File: config.mk
export PLATFORM = sky130hd
export DESIGN_NAME = ob_mk_table_q
export DESIGN_NICKNAME = d
export VERILOG_FILES = /design/src/rtl/ob_mk_table_q.sv
export SDC_FILE = /design/constraint.sdc
export NUM_CORES = 2
export LEC_CHECK = 0
export CORE_UTILIZATION = 57
export DETAILED_ROUTE_END_ITERATION = 12
export PLACE_DENSITY = 0.88
export SLEW_MARGIN = 0
export SYNTH_ARGS = -nofsm -noshare
export SYNTH_HDL_FRONTEND = slang
export SYNTH_SLANG_ARGS = --single-unit
File: constraint.sdc
create_clock -name clk -period 12.2 [get_ports clk]
set_input_delay 2.44 -clock clk [delete_from_list [all_inputs] [get_ports clk]]
set_output_delay 2.44 -clock clk [all_outputs]
set_load 0.02 [all_outputs]
File: src/rtl/ob_mk_table_q.sv
// Ordered N-deep {uid, qty} resting table: head push/pop/update, tail insert, cancel by UID,
// plus a snapshot-based LANES-wide quantity query engine with a ready/valid handshake.
module ob_mk_table_q #(
    parameter int N     = 16,
    parameter int UID_W = 32,
    parameter int QTY_W = 16,
    parameter int LANES = 4,
    parameter int ACC_W = QTY_W + $clog2(N) + 1,
    parameter int CNT_W = $clog2(N + 1)
) (
    input  logic             clk,
    input  logic             rst_n,
    input  logic             head_push,
    input  logic [UID_W-1:0] head_push_uid,
    input  logic [QTY_W-1:0] head_push_qty,
    input  logic             head_pop,
    input  logic             head_upt,
    input  logic [QTY_W-1:0] head_upt_qty,
    input  logic             insert,
    input  logic [UID_W-1:0] insert_uid,
    input  logic [QTY_W-1:0] insert_qty,
    input  logic             cancel,
    input  logic [UID_W-1:0] cancel_uid,
    output logic             cancel_hit_w,
    output logic [QTY_W-1:0] cancel_hit_qty_w,
    output logic             evict_vld_r,
    output logic [UID_W-1:0] evict_uid_r,
    output logic             insert_drop_r,
    output logic             head_vld_r,
    output logic [UID_W-1:0] head_uid_r,
    output logic [QTY_W-1:0] head_qty_r,
    output logic [CNT_W-1:0] cnt_r,
    output logic             full_r,
    output logic             empty_r,
    input  logic             qry_vld,
    output logic             qry_rdy,
    output logic             qry_rsp_vld_r,
    output logic [ACC_W-1:0] qry_rsp_qty_r
);
    localparam int IDX_W = $clog2(N);
    localparam int NSUM  = N / LANES;
    localparam int SUM_W = (NSUM > 1) ? $clog2(NSUM) : 1;

    typedef enum logic [1:0] {Q_IDLE, Q_SUM, Q_RSP} q_state_t;

    // Slots at or beyond cnt_r are always held at zero.
    logic [UID_W-1:0] r_uid [N];
    logic [QTY_W-1:0] r_qty [N];
    logic [QTY_W-1:0] r_snap [N];
    logic [ACC_W-1:0] r_acc;
    logic [SUM_W-1:0] r_sum_idx;
    q_state_t         r_state;

    logic [UID_W-1:0] w_uid_nxt [N];
    logic [QTY_W-1:0] w_qty_nxt [N];
    logic [CNT_W-1:0] w_cnt_mid, w_cnt_nxt;
    logic             w_full, w_empty, w_pop_eff, w_pop_do, w_evict, w_drop;
    logic             w_hit_any, w_cancel_apply, w_upt_do;
    logic [IDX_W-1:0] w_hit_idx;
    logic [QTY_W-1:0] w_hit_qty;
    logic [ACC_W-1:0] w_lane_sum;

    assign w_full    = (cnt_r == CNT_W'(N));
    assign w_empty   = (cnt_r == '0);
    assign w_pop_eff = head_pop | (head_upt & (head_upt_qty == '0) & head_vld_r);
    assign w_pop_do  = w_pop_eff & ~w_empty & ~head_push;
    assign w_evict   = head_push & w_full;

    always_comb begin
        w_hit_any = 1'b0;
        w_hit_idx = '0;
        w_hit_qty = '0;
        for (int i = 0; i < N; i++) begin
            if ((CNT_W'(i) < cnt_r) && (r_uid[i] == cancel_uid)) begin
                w_hit_any = 1'b1;
                w_hit_idx = IDX_W'(i);
                w_hit_qty = r_qty[i];
            end
        end
    end

    // Cancel only lands when no push or effective pop claims the structural slot.
    assign w_cancel_apply   = cancel & w_hit_any & ~head_push & ~w_pop_eff;
    assign w_upt_do         = head_upt & (head_upt_qty != '0) & head_vld_r & ~head_push &
                              ~w_pop_eff & ~(w_cancel_apply & (w_hit_idx == '0));
    assign cancel_hit_w     = w_cancel_apply;
    assign cancel_hit_qty_w = w_cancel_apply ? w_hit_qty : '0;

    always_comb begin
        w_uid_nxt = r_uid;
        w_qty_nxt = r_qty;
        w_cnt_mid = cnt_r;
        if (head_push) begin
            for (int i = 1; i < N; i++) begin
                w_uid_nxt[i] = r_uid[i-1];
                w_qty_nxt[i] = r_qty[i-1];
            end
            w_uid_nxt[0] = head_push_uid;
            w_qty_nxt[0] = head_push_qty;
            w_cnt_mid    = w_full ? cnt_r : cnt_r + CNT_W'(1);
        end else if (w_pop_do) begin
            for (int i = 0; i < N - 1; i++) begin
                w_uid_nxt[i] = r_uid[i+1];
                w_qty_nxt[i] = r_qty[i+1];
            end
            w_uid_nxt[N-1] = '0;
            w_qty_nxt[N-1] = '0;
            w_cnt_mid      = cnt_r - CNT_W'(1);
        end else begin
            if (w_cancel_apply) begin
                for (int i = 0; i < N - 1; i++) begin
                    if (IDX_W'(i) >= w_hit_idx) begin
                        w_uid_nxt[i] = r_uid[i+1];
                        w_qty_nxt[i] = r_qty[i+1];
                    end
                end
                w_uid_nxt[N-1] = '0;
                w_qty_nxt[N-1] = '0;
                w_cnt_mid      = cnt_r - CNT_W'(1);
            end
            if (w_upt_do) begin
                w_qty_nxt[0] = head_upt_qty;
            end
        end
        w_drop    = insert & (w_cnt_mid == CNT_W'(N));
        w_cnt_nxt = w_cnt_mid;
        if (insert && !w_drop) begin
            for (int i = 0; i < N; i++) begin
                if (CNT_W'(i) == w_cnt_mid) begin
                    w_uid_nxt[i] = insert_uid;
                    w_qty_nxt[i] = insert_qty;
                end
            end
            w_cnt_nxt = w_cnt_mid + CNT_W'(1);
        end
    end

    // Reset clears every output, empty_r included; it settles after the first clock.
    always_ff @(posedge clk or negedge rst_n) begin
        if (!rst_n) begin
            for (int i = 0; i < N; i++) begin
                r_uid[i] <= '0;
                r_qty[i] <= '0;
            end
            cnt_r         <= '0;
            head_vld_r    <= 1'b0;
            head_uid_r    <= '0;
            head_qty_r    <= '0;
            full_r        <= 1'b0;
            empty_r       <= 1'b0;
            evict_vld_r   <= 1'b0;
            evict_uid_r   <= '0;
            insert_drop_r <= 1'b0;
        end else begin
            r_uid         <= w_uid_nxt;
            r_qty         <= w_qty_nxt;
            cnt_r         <= w_cnt_nxt;
            head_vld_r    <= (w_cnt_nxt != '0);
            head_uid_r    <= w_uid_nxt[0];
            head_qty_r    <= w_qty_nxt[0];
            full_r        <= (w_cnt_nxt == CNT_W'(N));
            empty_r       <= (w_cnt_nxt == '0);
            evict_vld_r   <= w_evict;
            evict_uid_r   <= w_evict ? r_uid[N-1] : '0;
            insert_drop_r <= w_drop;
        end
    end

    always_comb begin
        w_lane_sum = '0;
        for (int s = 0; s < NSUM; s++) begin
            if (SUM_W'(s) == r_sum_idx) begin
                for (int l = 0; l < LANES; l++) begin
                    w_lane_sum = w_lane_sum + ACC_W'(r_snap[s*LANES+l]);
                end
            end
        end
    end

    always_ff @(posedge clk or negedge rst_n) begin
        if (!rst_n) begin
            r_state       <= Q_IDLE;
            qry_rdy       <= 1'b1;
            qry_rsp_vld_r <= 1'b0;
            qry_rsp_qty_r <= '0;
            r_acc         <= '0;
            r_sum_idx     <= '0;
            for (int i = 0; i < N; i++) begin
                r_snap[i] <= '0;
            end
        end else begin
            qry_rsp_vld_r <= 1'b0;
            case (r_state)
                Q_IDLE: begin
                    if (qry_vld) begin
                        for (int i = 0; i < N; i++) begin
                            r_snap[i] <= (CNT_W'(i) < cnt_r) ? r_qty[i] : '0;
                        end
                        r_acc     <= '0;
                        r_sum_idx <= '0;
                        qry_rdy   <= 1'b0;
                        r_state   <= Q_SUM;
                    end
                end
                Q_SUM: begin
                    r_acc     <= r_acc + w_lane_sum;
                    r_sum_idx <= r_sum_idx + SUM_W'(1);
                    if (r_sum_idx == SUM_W'(NSUM - 1)) begin
                        r_state <= Q_RSP;
                    end
                end
                Q_RSP: begin
                    qry_rsp_vld_r <= 1'b1;
                    qry_rsp_qty_r <= r_acc;
                    qry_rdy       <= 1'b1;
                    r_state       <= Q_IDLE;
                end
                default: begin
                    r_state <= Q_IDLE;
                    qry_rdy <= 1'b1;
                end
            endcase
        end
    end
endmodule

## Yosys cells after proc, flatten, opt, wreduce, memory -nomap -nowiden

Index checks and enable logic that the tools add are counted.

| word-level totals | value |
|---|---|
| register bits | 1114 |
| latch bits | 0 |
| bits in writable memories | 0 |
| memory bits (read-only) | 0 |
| output and inout port bits | 130 |
| word-level logic and storage cells | 362 |
| memories | 0 |

| cells by class | value |
|---|---|
| add/subtract/negate cells | 20 |
| $mul | 0 |
| divide/modulo/power cells | 0 |
| order comparisons | 31 |
| equality and inequality tests | 42 |
| shift operators | 0 |
| mux-type cells | 155 |
| bitwise gates (word level) | 21 |
| reduce and logical (&&, ||, !) cells | 32 |

Operators by type and width:

| kind | number |
|---|---|
| $mux 512 | 4 |
| $mux 16 | 65 |
| $mux 256 | 4 |
| $mux 32 | 32 |
| $eq 32x32->1 | 16 |
| $add 21x16->21 | 12 |
| $mux 21 | 4 |
| $mux 4 | 14 |
| $pmux 21 s2 | 1 |
| $eq 4x5->1 const A | 8 |
| $lt 4x5->1 const A | 8 |
| $ge 4x4->1 const A | 7 |
| $mux 5 | 5 |
| $add 21x21->21 | 1 |
| $eq 3x5->1 const A | 4 |
| $lt 3x5->1 const A | 4 |
| $add 18x16->19 | 1 |
| $mux 1 | 19 |
| $mux 19 | 1 |
| $add 17x16->18 | 1 |
| $add 16x16->17 | 1 |
| $logic_and 1x1->1 | 17 |
| $ge 3x4->1 const A | 4 |
| $logic_not 16->1 | 1 |
| 29 further kinds | 67 |

## Logic depth before layout (Yosys ltp)

| depth | value |
|---|---|
| word-level depth | 30 |
| mapped depth | 56 |

## Worst setup path before layout

OpenSTA, ideal clock, no wires.

| path | value |
|---|---|
| path type | reg-to-reg |
| start | reg r_snap[193] (netlist name) |
| end | reg r_acc[20] |
| arrival time | 11.259 ns |
| slack | 0.858 ns |
| stages on the path, launching flop included | 53 |
| clock period less this slack | 11.342 ns |
| cells stage by stage | dfrtp_1 -> inv_1 -> fa_1 -> fa_1 -> inv_1 -> ha_1 -> inv_1 -> fa_1 -> nor2b_1 -> o21ai_0 -> a21boi_0 -> o21ai_0 -> a21boi_0 -> o21ai_0 -> nand2b_1 -> xor2_1 -> nand2_1 -> fa_1 -> [17 not listed] -> mux2_2 -> fa_1 -> ha_1 -> a21oi_1 -> a31oi_1 -> xor2_1 -> mux2_2 -> ha_1 -> or3_1 -> a211o_1 -> a31oi_1 -> nor2b_1 -> o21a_1 -> o41ai_1 -> o21ai_0 -> xnor2_1 -> or3_1 -> o21ai_0 |

| on the way | value |
|---|---|
| cells in the longest elaborated chain, start to end | 19 |

RTL lines:

| item | line | RTL |
|---|---|---|
| from (decl) | 49 | `logic [QTY_W-1:0] r_snap [N];` |
| from (signal, indexed assignment) | 197 | `r_snap[i] <= (CNT_W'(i) < cnt_r) ? r_qty[i] : '0;` |
| $add 18x16->19 (*) | 174 | `w_lane_sum = w_lane_sum + ACC_W'(r_snap[s*LANES+l]);` |
| $mux 19 (*) | 172 | `if (SUM_W'(s) == r_sum_idx) begin` |
| $add 21x16->21 (4 in a row) | 174 |  |
| $mux 21 (*) | 172 |  |
| $add 21x16->21 (4 in a row) | 174 |  |
| $mux 21 (*) | 172 |  |
| $add 21x16->21 (4 in a row) | 174 |  |
| $mux 21 (*) | 172 |  |
| $add 21x21->21 (*) | 206 | `r_acc <= r_acc + w_lane_sum;` |
| $pmux 21 s2 (*) | 193 | `case (r_state)` |
| to (signal assigned) | 206 |  |
| to (decl) | 50 | `logic [ACC_W-1:0] r_acc;` |

Every way passes the cells marked *; elsewhere a longest branch is shown, timed or not.
A chain may end at the register's enable or synchronous reset.

## Final worst setup path

Same ends and word-level chain as after synthesis.

==> reports/metrics.yaml <==
outcome: "finished with violations"
failed_checks: "design-rule violations"
path_max_fanout: 5
critPathMostFrequentCell: "inv_1"
syn_nets: 8905
dp_hpwl_um: 202600
ys_types: 94
syn_inst: 8463
clk_path_buf_depth: 3
wl_per_cell_um: 27.61
avgSynthCellArea_sq_um: 9.080
io_buffers: 281
die-area_sq_mm: 0.1363
rows: 134
ant_nets: 0
synth_area_leaders: "dfrtp_1, mux2i_1, nand2_1, mux2_2, xor2_1"
setup_viol: 0
drt_iter0_markers: 9818
clkTransAtPathRegs_ns: 0.06
synth.largest_area_cell: "dfrtp_1"
cp.arrival_ns: 12.46
avgViaCountPerCell: 6.804
drc: 46
synth_area_sq_mm: 0.07684
slew_viol_final: 0
synth_enable_flop_cells: 0
area_delta_synth_final_pct: 10.01
drt_wl_total_um: 282500
layout-drive-gt1-share: 0.1112
die_h_um: 369.2
grt_max_degree: 190
cts_sinks: 1114
hold_viol_final: 0
worst_clock_skew_ns: 0.05550
relSlewSlack: 0.1323
grt_overflow: 0
clk_latency_ns: 0.81
finalCriticalPeriod_ns: 11.76
period_share: 0.9641
ios: 282
firstDrtPassIters: 11
final_core_util: 0.6326
grt_pass1_vias: 68670
ys_ff_latch: 1114
maxCapViolations: 0
vias: 69620
fmax_ghz: 0.08502
cts_made_buffers: 121
critPathKind: "reg2reg"
critPathLaunchType: "flip-flop"
chipWidth_um: 369.2
cpPeakStageDelay_ns: 0.62
root_buffer: "clkbuf_16"
core_region_area_sq_mm: 0.1336
hold_buffers: 0
antenna_found_initial: 12
crit_required_ns: 12.90
hold_class: "reg2reg"
grt_pass1_wl_um: 419900
grt_usage: 0.4050
num-nets-final: 8797
synth_top_flop_cell: "dfrtp_1"
yosysTopAreaCellShare: 0.3624
cp_slowest_cell: "fa_1"
h-tree-depth: 3
cts_tree: "built"
start_util: 0.5751
ys_async_sr_fraction: 1.000
crit_path_end_kind: "flip-flop"
synth_seq_area_share: 0.3628
gp_congestion: 1.099
worstMarginPinSlew_ns: 1.302
yosys_warnings: 0
-- cell families (layout without fill, tap and decap cells) --
| group | Yosys count | after routing | share of synthesized area |
|---|---|---|---|
| buffers and inverters | 983 | 980 | 0.06085 |
| other | 0 | 5 | 0 |
| flip-flops | 1114 | 1114 | 0.3628 |
| adder cells (fa/ha/maj) | 290 | 290 | 0.06422 |
| AO/OA/AOI/OAI | 1742 | 1742 | 0.1452 |
| AND/OR/NAND/NOR | 2683 | 2683 | 0.1558 |
| XOR/XNOR | 589 | 589 | 0.06713 |
| multiplexers | 1062 | 1062 | 0.1441 |
-- layout make-up --
| type | instances | area, sq um |
|---|---|---|
| multi-input combinational | 6366 | 44790 |
| clock inverter | 59 | 721.9 |
| inverter | 279 | 1052 |
| timing repair buffer | 473 | 4364 |
| antenna | 5 | 12.51 |
| clock buffer | 169 | 3500 |
| tap | 1768 | 2212 |
| sequential | 1114 | 27880 |
| fill | 10630 | 49090 |
-- through the flow --
stage	instance area (sq um)	TNS, ns	std cells	hold WS, ns	worst slack [ns]
6_report	84540	0	10230	0.4957	0.4379
3_3_place_gp	80120	0	9999	0.4711	0.1902
2_1_floorplan	76840	0	8463	0.4563	0.8579
3_5_place_dp	80120	-0.1658	9999	0.4792	-0.1658
4_1_cts	84360	0	10230	0.4926	0.02282
5_1_grt	84520	-0.1149	10230	0.5163	-0.09055
-- state kept, by name, indices dropped and copies added, names as in the netlist --
name,cells
cnt_r,5
empty_r,1
evict_uid_r,32
evict_vld_r,1
full_r,1
head_vld_r,1
insert_drop_r,1
qry_rdy,1
qry_rsp_qty_r,21
qry_rsp_vld_r,1
r_acc,21
r_qty,256
r_snap,256
r_state,2
r_sum_idx,2
r_uid,512
-- worst paths after layout --
kind / from / to / slack (ns) / cells after the start
max: r_snap[193] / r_acc[20] / 0.44 / 51
min: r_snap[46] / r_snap[46] / 0.50 / 2
max reg2reg: r_snap[193] / r_acc[20] / 0.44 / 51
min reg2reg: r_snap[46] / r_snap[46] / 0.50 / 2
max in group asynchronous: rst_n / r_uid[364] / 8.00 / 3
min in group asynchronous: rst_n / r_snap[251] / 1.68 / 1
-- layer usage --
metal,wire [um],vias up,GRT usage
met3,32680,1528,0.1184
met4,26440,16,0.3173
met1,98720,33640,0.4767
met5,101,-,0
li1,-,29280,-
met2,124600,5162,0.6210
-- Yosys cell counts, types with 165 or more instances --
master    instances
xor2_1          400
nand2_1        1110
o21ai_0         691
a21oi_1         338
nor2_1          754
o21ai_1         165
fa_1            174
mux2_2          322
dfrtp_1        1113
mux2i_1         711
xnor2_1         189
inv_1           276
clkbuf_1        354
nand3_1         218
-- critical path, delay by kind of cell, from the launching register on --
kind	cells	cell delay (ns)
xor+xnor	5	0.66
compound gates	14	3.12
flops	1	0.33
fa+ha+maj	13	5.52
simple gates	7	0.98
mux	1	0.28
buf+inv	11	0.80
-- placed cells by master (no fill, tap or decap), types with 30 or more instances in the layout --
cell,n
a21oi_1,329
fa_1,173
mux2i_1,711
nor2_1,746
a31oi_1,30
xnor2_1,189
nand2b_1,34
clkbuf_16,122
nand3_1,217
a221oi_2,90
xor2_1,400
and2_1,45
nor4_1,154
buf_4,184
nand2_1,1103
inv_1,275
o221ai_1,47
o21ai_0,678
a221oi_1,103
mux2_2,322
dfrtp_1,1112
nand4_1,91
nor3_1,92
a22o_1,49
ha_1,111
clkdlybuf4s50_1,279
o31a_1,34
o21ai_1,171
-- timing repair --
action,CTS,global route
endpoints found under the hold margin,0,0
resized for setup,5,39
pin swaps,0,3
setup buffers,0,1
setup endpoints to repair,1,5
Power is not shown: default switching activity piles up to over one toggle a cycle in this logic, so the estimate is an artifact.
